**config.mk**
```make
export PLATFORM = sky130hd
export DESIGN_NAME = rssb_ctrl
export DESIGN_NICKNAME = d
export VERILOG_FILES = /design/src/rtl/rssb_pkg.sv /design/src/rtl/rssb_alu.sv /design/src/rtl/rssb_ctrl.sv
export SDC_FILE = /design/constraint.sdc
export NUM_CORES = 1
export LEC_CHECK = 0
export ABC_AREA = 0
export BUFFER_PORTS_ARGS = -buffer_cell sky130_fd_sc_hd__buf_2
export CELL_PAD_IN_SITES_DETAIL_PLACEMENT = 1
export CELL_PAD_IN_SITES_GLOBAL_PLACEMENT = 2
export CORE_MARGIN = 2
export CORE_UTILIZATION = 31
export CTS_CLUSTER_SIZE = 40
export DETAILED_ROUTE_END_ITERATION = 16
export PLACE_DENSITY = 0.77
export SETUP_SLACK_MARGIN = 0.5
export SYNTH_ARGS = -nofsm -noshare
export SYNTH_HDL_FRONTEND = slang
export SYNTH_SLANG_ARGS = --single-unit
export TNS_END_PERCENT = 5
```
**constraint.sdc**
```tcl
create_clock -name clk -period 4.46 [get_ports clk]
set_clock_uncertainty 0.1 [all_clocks]
set_input_delay 0 -clock clk [delete_from_list [all_inputs] [get_ports clk]]
set_output_delay 0 -clock clk [all_outputs]
set_load 0.01 [all_outputs]
```
**src/rtl/rssb_pkg.sv**
```systemverilog
// Shared types and default constants for the RSSB one-instruction core.
package rssb_pkg;

    localparam int         DEF_WIDTH     = 8;
    localparam logic [7:0] DEF_RESET_PC  = 8'h80;
    localparam logic [7:0] DEF_HALT_ADDR = 8'hFF;
    localparam int         DEF_CNT_W     = 16;

    // Sequencer states: an instruction takes one FETCH and one EXEC cycle.
    typedef enum logic [1:0] {
        IDLE  = 2'd0,
        FETCH = 2'd1,
        EXEC  = 2'd2,
        HALT  = 2'd3
    } state_t;

endpackage

```
**src/rtl/rssb_alu.sv**
```systemverilog
// Reverse-subtract datapath: diff = a - b with the borrow out of the MSB.
module rssb_alu
    import rssb_pkg::*;
#(
    parameter int WIDTH = DEF_WIDTH
) (
    input  logic [WIDTH-1:0] a,
    input  logic [WIDTH-1:0] b,
    output logic [WIDTH-1:0] diff,
    output logic             borrow
);

    logic [WIDTH:0] full_diff;

    // One extra bit so the borrow falls out of the subtraction directly.
    assign full_diff = {1'b0, a} - {1'b0, b};
    assign diff      = full_diff[WIDTH-1:0];
    assign borrow    = full_diff[WIDTH];

endmodule

```
**src/rtl/rssb_ctrl.sv**
```systemverilog
// Instruction sequencer for the RSSB core: fetch operand address at pc,
// then acc <= mem[a] - acc, mem[a] <= result, pc advances by 1 or 2.
module rssb_ctrl
    import rssb_pkg::*;
#(
    parameter int               WIDTH     = DEF_WIDTH,
    parameter logic [WIDTH-1:0] RESET_PC  = WIDTH'(DEF_RESET_PC),
    parameter logic [WIDTH-1:0] HALT_ADDR = WIDTH'(DEF_HALT_ADDR),
    parameter int               CNT_W     = DEF_CNT_W
) (
    input  logic             clk,
    input  logic             rst,
    input  logic             start,
    input  logic             stop,
    input  logic [WIDTH-1:0] mem_rdata,
    output logic [WIDTH-1:0] mem_addr,
    output logic [WIDTH-1:0] mem_wdata,
    output logic             mem_write,
    output logic [WIDTH-1:0] pc,
    output logic [WIDTH-1:0] acc,
    output logic             busy,
    output logic             halted,
    output logic             rom_wr_err,
    output logic [CNT_W-1:0] instr_count
);

    state_t           state_q, state_d;
    logic [WIDTH-1:0] pc_q, pc_d;
    logic [WIDTH-1:0] acc_q, acc_d;
    logic [WIDTH-1:0] ir_q, ir_d;
    logic [WIDTH-1:0] addr_q, addr_d;
    logic [CNT_W-1:0] cnt_q, cnt_d;
    logic             err_q, err_d;

    logic [WIDTH-1:0] alu_diff;
    logic             alu_borrow;
    logic             in_exec;
    logic             target_is_rom;

    // Datapath: memory word at the operand address minus the accumulator.
    rssb_alu #(
        .WIDTH (WIDTH)
    ) u_alu (
        .a      (mem_rdata),
        .b      (acc_q),
        .diff   (alu_diff),
        .borrow (alu_borrow)
    );

    assign in_exec       = (state_q == EXEC);
    assign target_is_rom = ir_q[WIDTH-1];

    // Next-state logic for the sequencer, pc, acc, counter and error flag.
    always_comb begin
        state_d = state_q;
        pc_d    = pc_q;
        acc_d   = acc_q;
        ir_d    = ir_q;
        cnt_d   = cnt_q;
        err_d   = err_q;

        case (state_q)
            IDLE, HALT: begin
                if (start && !stop) begin
                    pc_d    = RESET_PC;
                    acc_d   = '0;
                    cnt_d   = '0;
                    err_d   = 1'b0;
                    state_d = FETCH;
                end
            end
            FETCH: begin
                if (stop) begin
                    state_d = IDLE;
                end else begin
                    ir_d = mem_rdata;
                    // An operand equal to HALT_ADDR stops the core; pc stays on it.
                    if (mem_rdata == HALT_ADDR) begin
                        state_d = HALT;
                    end else begin
                        state_d = EXEC;
                    end
                end
            end
            EXEC: begin
                if (stop) begin
                    // Aborted instruction: nothing retires, pc/acc hold.
                    state_d = IDLE;
                end else begin
                    acc_d = alu_diff;
                    pc_d  = pc_q + WIDTH'(1) + WIDTH'(alu_borrow);
                    if (target_is_rom) begin
                        err_d = 1'b1;
                    end
                    if (cnt_q != {CNT_W{1'b1}}) begin
                        cnt_d = cnt_q + CNT_W'(1);
                    end
                    state_d = FETCH;
                end
            end
            default: begin
                state_d = IDLE;
            end
        endcase

        // Registered address: the operand during EXEC, otherwise the pc.
        addr_d = (state_d == EXEC) ? ir_d : pc_d;
    end

    // State register; reset takes priority over start and stop.
    always_ff @(posedge clk) begin
        if (rst) begin
            state_q <= IDLE;
            pc_q    <= RESET_PC;
            acc_q   <= '0;
            ir_q    <= '0;
            addr_q  <= '0;
            cnt_q   <= '0;
            err_q   <= 1'b0;
        end else begin
            state_q <= state_d;
            pc_q    <= pc_d;
            acc_q   <= acc_d;
            ir_q    <= ir_d;
            addr_q  <= addr_d;
            cnt_q   <= cnt_d;
            err_q   <= err_d;
        end
    end

    // Write data comes straight off the ALU so read and write share one EXEC cycle.
    assign mem_wdata   = in_exec ? alu_diff : '0;
    // Writes only into the RAM half; a stop in the same cycle cancels the write.
    assign mem_write   = in_exec && !target_is_rom && !stop;
    assign mem_addr    = addr_q;
    assign pc          = pc_q;
    assign acc         = acc_q;
    assign busy        = (state_q == FETCH) || (state_q == EXEC);
    assign halted      = (state_q == HALT);
    assign rom_wr_err  = err_q;
    assign instr_count = cnt_q;

endmodule

```
==> qor.csv <==
stage,metric,value,unit
yosys,yosys_warnings,0,
timing,tightestPinTransition,0.8823,ns
global_routing,grt_pass1_wl,13270,um
clocking,post_cts_buffers,0,
timing,setup_viol,0,
place,dp_hpwl,5964,um
power_and_ir_drop,ir_worst_vdd,0.1160,mV
floorplanning,die_w,98.64,um
clocking,path_clk_slew,0.10,ns
clocking,htreeDepth,2,
detailed_routing,drcViolationCount,0,
yosys,ys.flop_type,dfxtp_1,
global_routing,grt_usage,16.77,%
detailed_routing,route.met3.wl,347,um
power_and_ir_drop,power.leakage,0.001389,uW
yosys,synth.distinct_cells,49,
yosys,yosys_register_bits,51,
layout,area_growth,20.73,%
detailed_routing,final_antenna_net_count,0,
global_routing,antenna_found_initial,0,
floorplanning,num_io_pins,64,
yosys,ys_async_sr_fraction,0,%
yosys,synth_edf_count,0,
yosys,yosysSeqAreaShare,36.77,%
detailed_routing,drtPass1Iterations,4,
clocking,cts_sinks,51,
detailed_routing,highest_layer,met4,
yosys,syn_area,2776,um2
worst_setup_path,crit_fanout,3,
timing,fin_crit,3.635,ns
floorplanning,core_area,8721,um2
clocking,cts_buffer_depth,2,
timing,rsz0062_at_grt,false,
clocking,insertion_delay,0.31,ns
worst_setup_path,path_class,input pin to flop,
global_routing,grt_pass1_vias,2621,
yosys,synthCells,338,
outcome,outcome,"finished, final reports clean",
run,max-cap-violations,0,
place,io_buffers,63,
layout,antenna_cells,0,
floorplanning,rows,34,
timing,fmax,275.1,MHz
worst_setup_path,cp.arrival,3.71,ns
floorplanning,die_h,98.64,um
yosys,synth_top_area_share,36.77,%
place,place_ws,0.7266,ns
hold_path,hold_class,input pin to flop,
power_and_ir_drop,power.density,281.1,nW/um2
yosys,syn-num-nets,366,
timing,hold_viol,0,
place,place.gp.congestion,0.8492,
floorplanning,die_area,9729,um2
detailed_routing,drtIter0Drc,80,
detailed_routing,wire_per_inst,15.73,um
clocking,numCtsBuffers,5,
detailed_routing,routed_via_density,5.230,
timing,hold_slack,0.1052,ns
clocking,root_buffer,clkbuf_8,
worst_setup_path,cp-start-kind,input pin,
floorplanning,start_util,31.84,%
timing,slew_violations,0,
yosys,yosys.area.top_type,dfxtp_1,
clocking,cts_tree,done,
global_routing,grt_remaining_overflow,0,
timing,tns,0,ns
yosys,synth_top_cells_by_area,"dfxtp_1 37%, ha_1 6.8%, a21oi_1 4.9%",
layout,layout.nets,431,
timing,slew_headroom,40.43,%
yosys,syn_avg_cell_area,8.214,um2
timing,fin_ws,0.8251,ns
worst_setup_path,end_kind,flop,
global_routing,grt_max_degree,36,
timing,period_share,81.50,%
detailed_routing,vias,2678,
layout,drive_gt1_share,22.28,%
worst_setup_path,worstPathRequired,4.53,ns
detailed_routing,route.met2.wl,3743,um
detailed_routing,drt-met1-wl,3887,um
detailed_routing,drt_wl_total,8053,um
where the power goes:
part	switching (uW)	internal, uW	total (uW)
clock	159	110	269
combinational	124	69.4	193
sequential	10.7	469	479
cells by family (layout without fill, tap and decap cells):
logic type,after synthesis,count (layout),synth area share (%)
DFF,51,51,36.77
buffers and inverters,34,100,5.002
AOI/OAI and AO/OA,74,74,16.90
and+or+nand+nor,140,140,25.37
muxes,16,16,6.264
xor gates and xnor gates,7,7,2.208
adders and majority gates,16,16,7.481
sequential cells by signal (all words and copies together), names as in the netlist:
register     cells
instr_count     16
acc              8
ir_q             8
mem_addr         8
pc               8
state_q          2
rom_wr_err       1
per-layer routing:
layer  track usage (%)  up-vias
met1             23.28     1287
met5                 0        -
met3             3.191        7
met2             27.16       59
li1                  -     1325
met4             3.793        0
per-stage QoR:
stage          cells  instance area (um2)  power (uW)  utilization (%)
4_1_cts          512                 3343       955.7            38.34
5_1_grt          512                 3352       999.5            38.44
6_report         512                 3352       942.3            38.44
3_5_place_dp     496                 3178       678.3            36.44
2_1_floorplan    338                 2776       616.5                -
3_3_place_gp     496                 3178       674.4            36.44
final timing paths:
check / start / endpoint / slack (ns) / cells after the start
setup / recovery: mem_rdata[0] / mem_addr[7]$_SDFF_PP0_ / 0.83 / 16
hold / removal: rst / state_q[1]$_SDFF_PP0_ / 0.11 / 2
setup reg to reg: acc[0]$_SDFFE_PP0P_ / mem_addr[7]$_SDFF_PP0_ / 0.87 / 13
hold reg to reg: ir_q[1]$_SDFF_PP0_ / ir_q[1]$_SDFF_PP0_ / 0.37 / 2
Yosys cell counts (3+ instances only):
library cell	n
clkbuf_1	11
inv_1	18
nand2b_1	4
a32o_1	3
xnor2_1	4
nand4_1	5
o31ai_1	5
ha_1	15
xor2_1	3
nand2_1	35
or4_1	5
dfxtp_1	51
a211oi_1	6
or2_2	3
nand3_1	12
nor2b_1	5
mux2i_1	5
a21oi_1	27
mux2_2	11
and2_1	6
o21ai_0	14
a21o_1	3
nor2_1	34
a22oi_1	3
and3_1	4
nor3_1	10
buf_2	3
or3_1	7
area by class of cell:
class	count	area (um2)
Clock buffer	6	72.57
Clock inverter	2	12.51
Fill cell	1071	5369
Inverter	18	67.56
Multi-Input combinational cell	253	1625
Sequential cell	51	1021
Tap cell	108	135.1
Timing Repair Buffer	74	417.9
cell usage in the layout, fill, tap and decap left out, types with 3 or more instances in the layout:
master,n
buf_2,63
xor2_1,3
dfxtp_1,51
mux2_2,11
or4_1,5
buf_4,3
nand3_1,12
o31ai_1,5
or2_2,3
dlygate4sd3_1,8
a22oi_1,3
nor3_1,10
nor2_1,34
nor2b_1,5
ha_1,15
a211oi_1,5
xnor2_1,4
or3_1,7
nand4_1,5
a21oi_1,26
a21o_1,3
o21ai_0,14
and2_1,6
mux2i_1,5
and3_1,4
a32o_1,3
nand2b_1,4
nand2_1,35
clkbuf_8,5
inv_1,18
worst max-delay path, stage by stage:
cell and delay, ns:
dlygate4sd3_1 0.52, buf_2 0.14, inv_1 0.06, ha_1 0.16, inv_1 0.06, fa_1 0.45
a211oi_2 0.23, o21bai_1 0.12, a21oi_2 0.22, o21ai_0 0.19, ha_1 0.24, or3b_1 0.41
nor3_1 0.22, mux2_2 0.37, a211oi_1 0.23, a211oi_1 0.07
timing repair:
| item | CTS | global route |
|---|---|---|
| setup endpoints to repair | 0 | 2 |
| gates resized for setup | 0 | 2 |
| endpoints found under the hold margin | 8 | 0 |
| hold buffers | 8 | 0 |
(Power assumes the default switching activity.)
